File: config.mk
export PLATFORM = sky130hd
export DESIGN_NAME = fb_frame_writer
export DESIGN_NICKNAME = d
export VERILOG_FILES = /design/src/rtl/fb_frame_writer.sv
export SDC_FILE = /design/constraint.sdc
export NUM_CORES = 1
export LEC_CHECK = 0
export BUFFER_PORTS_ARGS = -buffer_cell sky130_fd_sc_hd__buf_2
export CAP_MARGIN = 20
export CELL_PAD_IN_SITES_DETAIL_PLACEMENT = 1
export CELL_PAD_IN_SITES_GLOBAL_PLACEMENT = 2
export CORE_MARGIN = 3
export CORE_UTILIZATION = 29
export CTS_CLUSTER_DIAMETER = 40
export DETAILED_ROUTE_END_ITERATION = 8
export PLACE_DENSITY_LB_ADDON = 0.08
export SLEW_MARGIN = 10
export SYNTH_ARGS = -nofsm -noshare
export SYNTH_HDL_FRONTEND = slang
export SYNTH_SLANG_ARGS = --single-unit
File: constraint.sdc
create_clock -name wr_clk -period 2.3 [get_ports wr_clk]
set_input_delay 0.23 -clock wr_clk [delete_from_list [all_inputs] [get_ports wr_clk]]
set_output_delay 0.23 -clock wr_clk [all_outputs]
set_load 0.05 [all_outputs]
File: src/rtl/fb_frame_writer.sv
// Frame-buffer write producer: packs PIX_PER_WORD pixels per word and strobes
// FRAME_WORDS words per frame. Define FB_FRAME_WR_TIMEOUT_EN to abort stalled writes.
module fb_frame_writer #(
  parameter int PIX_WIDTH    = 8,
  parameter int PIX_PER_WORD = 4,
  parameter int DATA_WIDTH   = 32,
  parameter int FRAME_WORDS  = 500,
  parameter int CNT_WIDTH    = 16,
  parameter int TIMEOUT      = 255
) (
  input  logic                  wr_clk,
  input  logic                  reset,
  input  logic                  pix_valid,
  input  logic                  pix_sof,
  input  logic [PIX_WIDTH-1:0]  pix_data,
  output logic                  pix_ready,
  input  logic                  fb_wr_rdy,
  output logic                  fb_wr_en_l,
  output logic [DATA_WIDTH-1:0] fb_data,
  output logic                  frame_busy,
  output logic                  frame_done,
  output logic                  frame_err,
  output logic [CNT_WIDTH-1:0]  word_cnt
);

  localparam int LANE_W = (PIX_PER_WORD > 1) ? $clog2(PIX_PER_WORD) : 1;
  localparam logic [LANE_W-1:0]    LAST_LANE = LANE_W'(PIX_PER_WORD - 1);
  localparam logic [CNT_WIDTH-1:0] LAST_CNT  = CNT_WIDTH'(FRAME_WORDS);

  typedef enum logic [1:0] {IDLE, PACK, WRITE, DONE} state_t;

  state_t                state_reg, state_next;
  logic [LANE_W-1:0]     lane_reg, lane_next, load_lane;
  logic                  pix_load, pack_clear;
  logic                  wr_en_l_reg, wr_en_l_next;
  logic                  busy_reg, busy_next;
  logic                  done_reg, done_next;
  logic                  err_reg, err_next;
  logic [CNT_WIDTH-1:0]  cnt_reg, cnt_next;
  logic [PIX_WIDTH-1:0]  lane_data [PIX_PER_WORD];
  logic                  pix_acc, word_acc, stall_expire;

  assign pix_ready  = !reset && (state_reg == IDLE || state_reg == PACK);
  assign pix_acc    = pix_valid && pix_ready;
  assign word_acc   = !wr_en_l_reg && fb_wr_rdy;
  assign fb_wr_en_l = wr_en_l_reg;
  assign frame_busy = busy_reg;
  assign frame_done = done_reg;
  assign frame_err  = err_reg;
  assign word_cnt   = cnt_reg;

`ifdef FB_FRAME_WR_TIMEOUT_EN
  localparam int STALL_W = $clog2(TIMEOUT + 1);
  logic [STALL_W-1:0] stall_reg, stall_next;

  // Counter sits at zero outside WRITE, so every WRITE entry starts clean.
  always_comb begin
    stall_next   = stall_reg;
    stall_expire = 1'b0;
    if (state_reg != WRITE) begin
      stall_next = '0;
    end else if (!fb_wr_rdy) begin
      stall_next = stall_reg + 1'b1;
      if (stall_reg == STALL_W'(TIMEOUT - 1))
        stall_expire = 1'b1;
    end
  end

  always_ff @(posedge wr_clk) begin
    if (reset) stall_reg <= '0;
    else       stall_reg <= stall_next;
  end
`else
  assign stall_expire = 1'b0;
`endif

  always_comb begin
    state_next = state_reg;
    lane_next  = lane_reg;
    load_lane  = lane_reg;
    pix_load   = 1'b0;
    pack_clear = 1'b0;
    busy_next  = busy_reg;
    done_next  = 1'b0;
    err_next   = 1'b0;
    cnt_next   = cnt_reg;
    case (state_reg)
      IDLE: begin
        if (pix_acc && pix_sof) begin
          pix_load   = 1'b1;
          pack_clear = 1'b1;
          load_lane  = '0;
          busy_next  = 1'b1;
          cnt_next   = '0;
          if (PIX_PER_WORD == 1) begin
            state_next = WRITE;
            lane_next  = '0;
          end else begin
            state_next = PACK;
            lane_next  = LANE_W'(1);
          end
        end
      end
      PACK: begin
        if (pix_acc) begin
          pix_load = 1'b1;
          if (pix_sof) begin
            // Resync: restart the frame with this pixel as lane 0.
            pack_clear = 1'b1;
            load_lane  = '0;
            cnt_next   = '0;
            err_next   = 1'b1;
            if (PIX_PER_WORD == 1) begin
              state_next = WRITE;
              lane_next  = '0;
            end else begin
              state_next = PACK;
              lane_next  = LANE_W'(1);
            end
          end else if (lane_reg == LAST_LANE) begin
            lane_next  = '0;
            state_next = WRITE;
          end else begin
            lane_next = lane_reg + 1'b1;
          end
        end
      end
      WRITE: begin
        if (word_acc) begin
          cnt_next = cnt_reg + 1'b1;
          if (cnt_next == LAST_CNT) begin
            state_next = DONE;
            busy_next  = 1'b0;
            done_next  = 1'b1;
          end else begin
            state_next = PACK;
          end
        end else if (stall_expire) begin
          state_next = IDLE;
          busy_next  = 1'b0;
          err_next   = 1'b1;
        end
      end
      DONE: state_next = IDLE;
      default: state_next = IDLE;
    endcase
    wr_en_l_next = (state_next != WRITE);
  end

  always_ff @(posedge wr_clk) begin
    if (reset) begin
      state_reg   <= IDLE;
      lane_reg    <= '0;
      wr_en_l_reg <= 1'b1;
      busy_reg    <= 1'b0;
      done_reg    <= 1'b0;
      err_reg     <= 1'b0;
      cnt_reg     <= '0;
    end else begin
      state_reg   <= state_next;
      lane_reg    <= lane_next;
      wr_en_l_reg <= wr_en_l_next;
      busy_reg    <= busy_next;
      done_reg    <= done_next;
      err_reg     <= err_next;
      cnt_reg     <= cnt_next;
    end
  end

  // One register per lane; an SOF clears the lanes it does not load.
  genvar gi;
  generate
    for (gi = 0; gi < PIX_PER_WORD; gi++) begin : g_lane
      always_ff @(posedge wr_clk) begin
        if (reset)
          lane_data[gi] <= '0;
        else if (pix_load && load_lane == LANE_W'(gi))
          lane_data[gi] <= pix_data;
        else if (pack_clear)
          lane_data[gi] <= '0;
      end
      assign fb_data[gi*PIX_WIDTH +: PIX_WIDTH] = lane_data[gi];
    end
  endgenerate

endmodule

# Word-level counts from Yosys, hierarchy flattened
# Memory sizes are Yosys's and may differ from the RTL's.
# Index checks and enable logic that the tools add are counted.
dict set report classes {
  n_reduce_logical 21
  n_eq_ne 14
  n_mux 67
  mul 0
  bitwise_logic 11
  div 0
  n_lt_le_gt_ge 0
  shift 0
  n_addsub 2
}
# operator n
set ops {}
lappend ops {{$mux W16} 4}
lappend ops {{$mux W8} 8}
lappend ops {{$pmux W16 S3} 1}
lappend ops {{$mux W1} 35}
lappend ops {{$mux W2} 13}
lappend ops {{$add A16 B1 Y16 const B} 1}
lappend ops {{$eq A16 B9 Y1 const B} 1}
lappend ops {{$eq A2 B2 Y1 const B} 5}
lappend ops {{$ne A2 B2 Y1 const B} 5}
lappend ops {{$logic_and A1 B1 Y1} 8}
lappend ops {{$or A1 B1 Y1} 8}
lappend ops {{$pmux W2 S2} 2}
lappend ops {{$pmux W2 S4} 1}
lappend ops {{$pmux W1 S2} 3}
lappend ops {{$reduce_and A5 Y1} 1}
lappend ops {{$eq A2 B1 Y1 const B} 2}
lappend ops {{$logic_not A2 Y1} 2}
lappend ops {{$reduce_and A4 Y1} 1}
lappend ops {{$reduce_bool A2 Y1} 2}
lappend ops {{$not A1 Y1} 3}
lappend ops {{$reduce_and A3 Y1} 1}
lappend ops {{$reduce_bool A3 Y1} 1}
lappend ops {{$reduce_or A3 Y1} 1}
lappend ops {{$add A2 B1 Y2 const B} 1}
lappend ops {{4 further kinds} 5}
dict set report word_totals {
  rom_bits 0
  mem_count 1
  latchBits 0
  register_bits 24
  out_inout_bits 53
  mem_bits_rw 32
}
# name depth word_bits read_ports rd_ports_with_merged_regs wr line
set memory_table {}
lappend memory_table {lane_data 4 8 4 0 4 40} ;# logic [PIX_WIDTH-1:0] lane_data [PIX_PER_WORD];

# Logic depth before layout (Yosys ltp)
dict set report logic_depth {
  word_depth 14
  depth_mapped 8
}

# Worst setup path after synthesis
# Ideal clock, no wire load.
dict set report synth_path {
  kind {input -> register}
  start {input reset}
  end {memory lane_data[1][0], enable pin}
  path_stages 5
  t_arrival_ps 2251
  required_time_ps 1916
  path_slack_ps -335
  n_path_buf 1
  cell_sequence {clkbuf_1 nor2_1 o211a_1 nand3_1 o21ai_0}
}
# element line
set synth_rtl {}
lappend synth_rtl {{start: declaration} 12} ;# input logic reset,
lappend synth_rtl {{end: declaration} 40}

# Worst setup path after layout
dict set report layout_path {
  start {register cnt_reg[0] (netlist: word_cnt[0])}
  end {register done_reg (netlist: frame_done)}
}
dict set report layout_between {
  elab_chain_cells 3
}
# element line
set layout_lines {}
lappend layout_lines {{start: declaration} 39} ;# logic [CNT_WIDTH-1:0] cnt_reg, cnt_next;
lappend layout_lines {{start signal: assignment} 166} ;# cnt_reg <= cnt_next;
lappend layout_lines {{$add A16 B1 Y16} 130} ;# cnt_next = cnt_reg + 1'b1;
lappend layout_lines {{$eq A16 B9 Y1} 131} ;# if (cnt_next == LAST_CNT) begin
lappend layout_lines {{$mux W1} 131}
lappend layout_lines {{end signal: assignment} 164} ;# done_reg <= done_next;
lappend layout_lines {{end: declaration} 37} ;# logic done_reg, done_next;
# No other way between the ends.
# A chain may end at the register's enable or synchronous reset.

==> results.py <==
metrics = {
    "outcome": {
        "status": "completed",
    },
    "synthesis": {
        "synth_nets": 285,
        "ys_types": 47,
        "avgSynthCellArea_um2": 9.95,
        "synth_common_cells": "edfxtp_1 (32), nor2_1 (30), and2_1 (25)",
        "syn_area_mm2": 0.00268,
        "yosysTopAreaCellShare_pct": 35.9,
        "synth_edf_count": 32,
        "synth_top_cell_by_area": "edfxtp_1",
        "netlist_instances": 269,
        "ys_warn_count": 0,
        "async_flop_share_pct": 0,
        "synthMostInstantiatedCell": "edfxtp_1",
        "yosys-top-cells-area": "edfxtp_1 (36%), dfxtp_1 (18%), and2_1 (5.8%)",
        "ys_seq_area_share_pct": 53.9,
        "synth.ff_latch_count": 56,
        "ys.flop_type": "edfxtp_1",
    },
    "setup_path": {
        "cp_slowest_cell": "or4_1",
        "critPathRequiredTime_ps": 2540,
        "crit_path_end_kind": "register",
        "setup.worst_path.start": "word_cnt[0]$_SDFFE_PP0P_",
        "worst-setup-path-type": "reg2reg",
        "worstPathMaxFanout": 9,
        "cp_slowest_stage_delay_ps": 540,
        "cp.arrival_ps": 2330,
        "worstReg2RegStart": "word_cnt[0]$_SDFFE_PP0P_",
        "cp_cell_sequence": "ha_1 > and3_1 > nand2_2 > o32ai_2 > nor2_1 > or4_1 > nor3_2",
        "start_kind": "register",
    },
    "clock_network": {
        "cts_hold_buf": 0,
        "cts_buffer_depth": 2,
        "clock_sinks": 56,
        "clock_tree.htree_level_count": 2,
        "path_clk_slew_ps": 110,
        "post-cts-setup-buffers": 0,
        "cts_buffers": 5,
        "cts_tree": "yes",
        "cts_root_buf": "clkbuf_8",
        "clock_latency_ps": 310,
    },
    "sta": {
        "fin_crit_ps": 2100,
        "fmaxAchievable_mhz": 477,
        "skew_ps": 6.67,
        "max-slew-margin-rel_pct": 62.0,
        "fin_crit_sh_pct": 91.2,
        "finalSetupViolCount": 0,
        "tightest_slew_ps": 570,
        "hold_viol": 0,
        "holdWs_ps": 235,
        "rsz0062_at_grt": "false",
        "maxSlewViolCount": 0,
        "setup_tns_ps": 0,
    },
    "floorplan": {
        "dieArea_mm2": 0.0104,
        "die_x_um": 102,
        "core_area_mm2": 0.00885,
        "die_h_um": 102,
        "num_rows": 34,
        "ios": 66,
        "start_util_pct": 30.2,
    },
    "finish": {
        "layout-drive-gt1-share_pct": 32.1,
        "largest_reg_flops": 32,
        "area_growth_syn_to_layout_pct": 25.0,
        "nets": 361,
        "layout.cells.non_filler": 454,
        "diodes": 0,
        "top_register": "lane_data",
        "post-route-util_pct": 37.8,
    },
    "power": {
        "p_leak_nw": 1.42,
        "power_density_mw_per_mm2": 577,
        "p_total_mw": 1.93,
        "ir_worst_vdd_mv": 0.221,
    },
    "place": {
        "io_buffers": 65,
        "dp_hpwl_mm": 5.81,
        "place_congestion": 0.750,
        "dp_cells": 446,
    },
    "grt": {
        "antenna_found_initial": 0,
        "grt.total_usage_pct": 15.1,
        "grt_pass1_vias": 2289,
        "grt_pass1_wl_mm": 12.2,
        "overflow": 0,
        "grt_max_degree": 28,
    },
    "route": {
        "vias": 2313,
        "dr.pass1.iters": 4,
        "ant_nets": 0,
        "drt_iter0_markers": 50,
        "avgViaCountPerCell": 5.09,
        "routedWlPerCell_um": 16.9,
        "wl_mm": 7.66,
        "drc": 0,
    },
    "hold_path": {
        "hp-class": "in2reg",
        "hold_start": "pix_data[6]",
    },
    "job": {
        "cap_violations": 0,
    },
}
-- power breakdown --
part           total [mW]  switching [mW]  internal [mW]
logic               0.249           0.194         0.0552
registers            1.10          0.0110           1.09
clock network       0.578           0.358          0.220
-- stage by stage --
step	area [µm²]	worst slack, ps
floorplan	2690	-58.3
global placement	3240	230
detailed placement	3240	162
CTS	3330	117
global route	3350	25.0
finish	3350	203
-- what timing repair did --
item / in CTS / in global routing
endpoints found under the hold margin: 0 / 0
setup endpoints to repair: 0 / 1
gates resized for setup: 0 / 2
-- placed cells by master, fill, tap and decap left out, types with 4 or more instances in the layout --
master | Yosys | routed
a21oi_1 | 15 | 15
and2_1 | 25 | 25
and3_1 | 12 | 12
buf_2 | 3 | 65
buf_4 | 0 | 21
clkbuf_8 | 0 | 5
dfxtp_1 | 24 | 18
dfxtp_2 | 0 | 4
edfxtp_1 | 32 | 32
nand2_1 | 18 | 18
nand2b_1 | 6 | 6
nand3_1 | 11 | 11
nand4_1 | 5 | 5
nor2_1 | 30 | 29
nor3_1 | 5 | 5
o21ai_0 | 18 | 18
xnor2_1 | 4 | 4
-- worst paths after layout --
kind | to | slack [ps] | depth (start not counted)
worst max register to register | frame_done$_SDFF_PP0_ | 200 | 7
worst min-delay path | lane_data[3][6]$_SDFFCE_PP0P_ | 240 | 2
worst min register to register | frame_busy$_SDFFE_PP0P_ | 520 | 2
worst max-delay path | frame_done$_SDFF_PP0_ | 200 | 7
-- critical path: cells and delay by family (launching register included) --
family,cells,cell delay [ps]
AOI/OAI and AO/OA,1,240
and+or+nand+nor,5,1190
adders and majority gates,1,190
DFF,1,410
-- kinds of logic after synthesis --
family	count (synthesis)	synth area share, %
and+or+nand+nor	131	27.3
AOI/OAI and AO/OA	56	13.1
DFF	56	53.9
buffers and inverters	18	2.71
xor gates and xnor gates	5	1.64
adders and majority gates	3	1.40
-- metal layers --
layer  routed length (µm)  global-route usage (%)  vias to the layer above
li1                     -                       -                     1133
met1                 3500                    19.4                     1127
met2                 3820                    26.6                       49
met3                  281                    2.59                        4
met4                   58                    3.03                        0
met5                    0                       0                        -
-- layout make-up --
cell class | instances | area (µm²)
inverters | 1 | 3.75
multi-input cells | 195 | 1180
repair buffers | 86 | 483
flip-flops and latches | 56 | 1450
clock inverters | 3 | 22.5
fillers | 1041 | 5500
clock buffers | 5 | 68.8
well taps | 108 | 135
(Power assumes the default switching activity.)
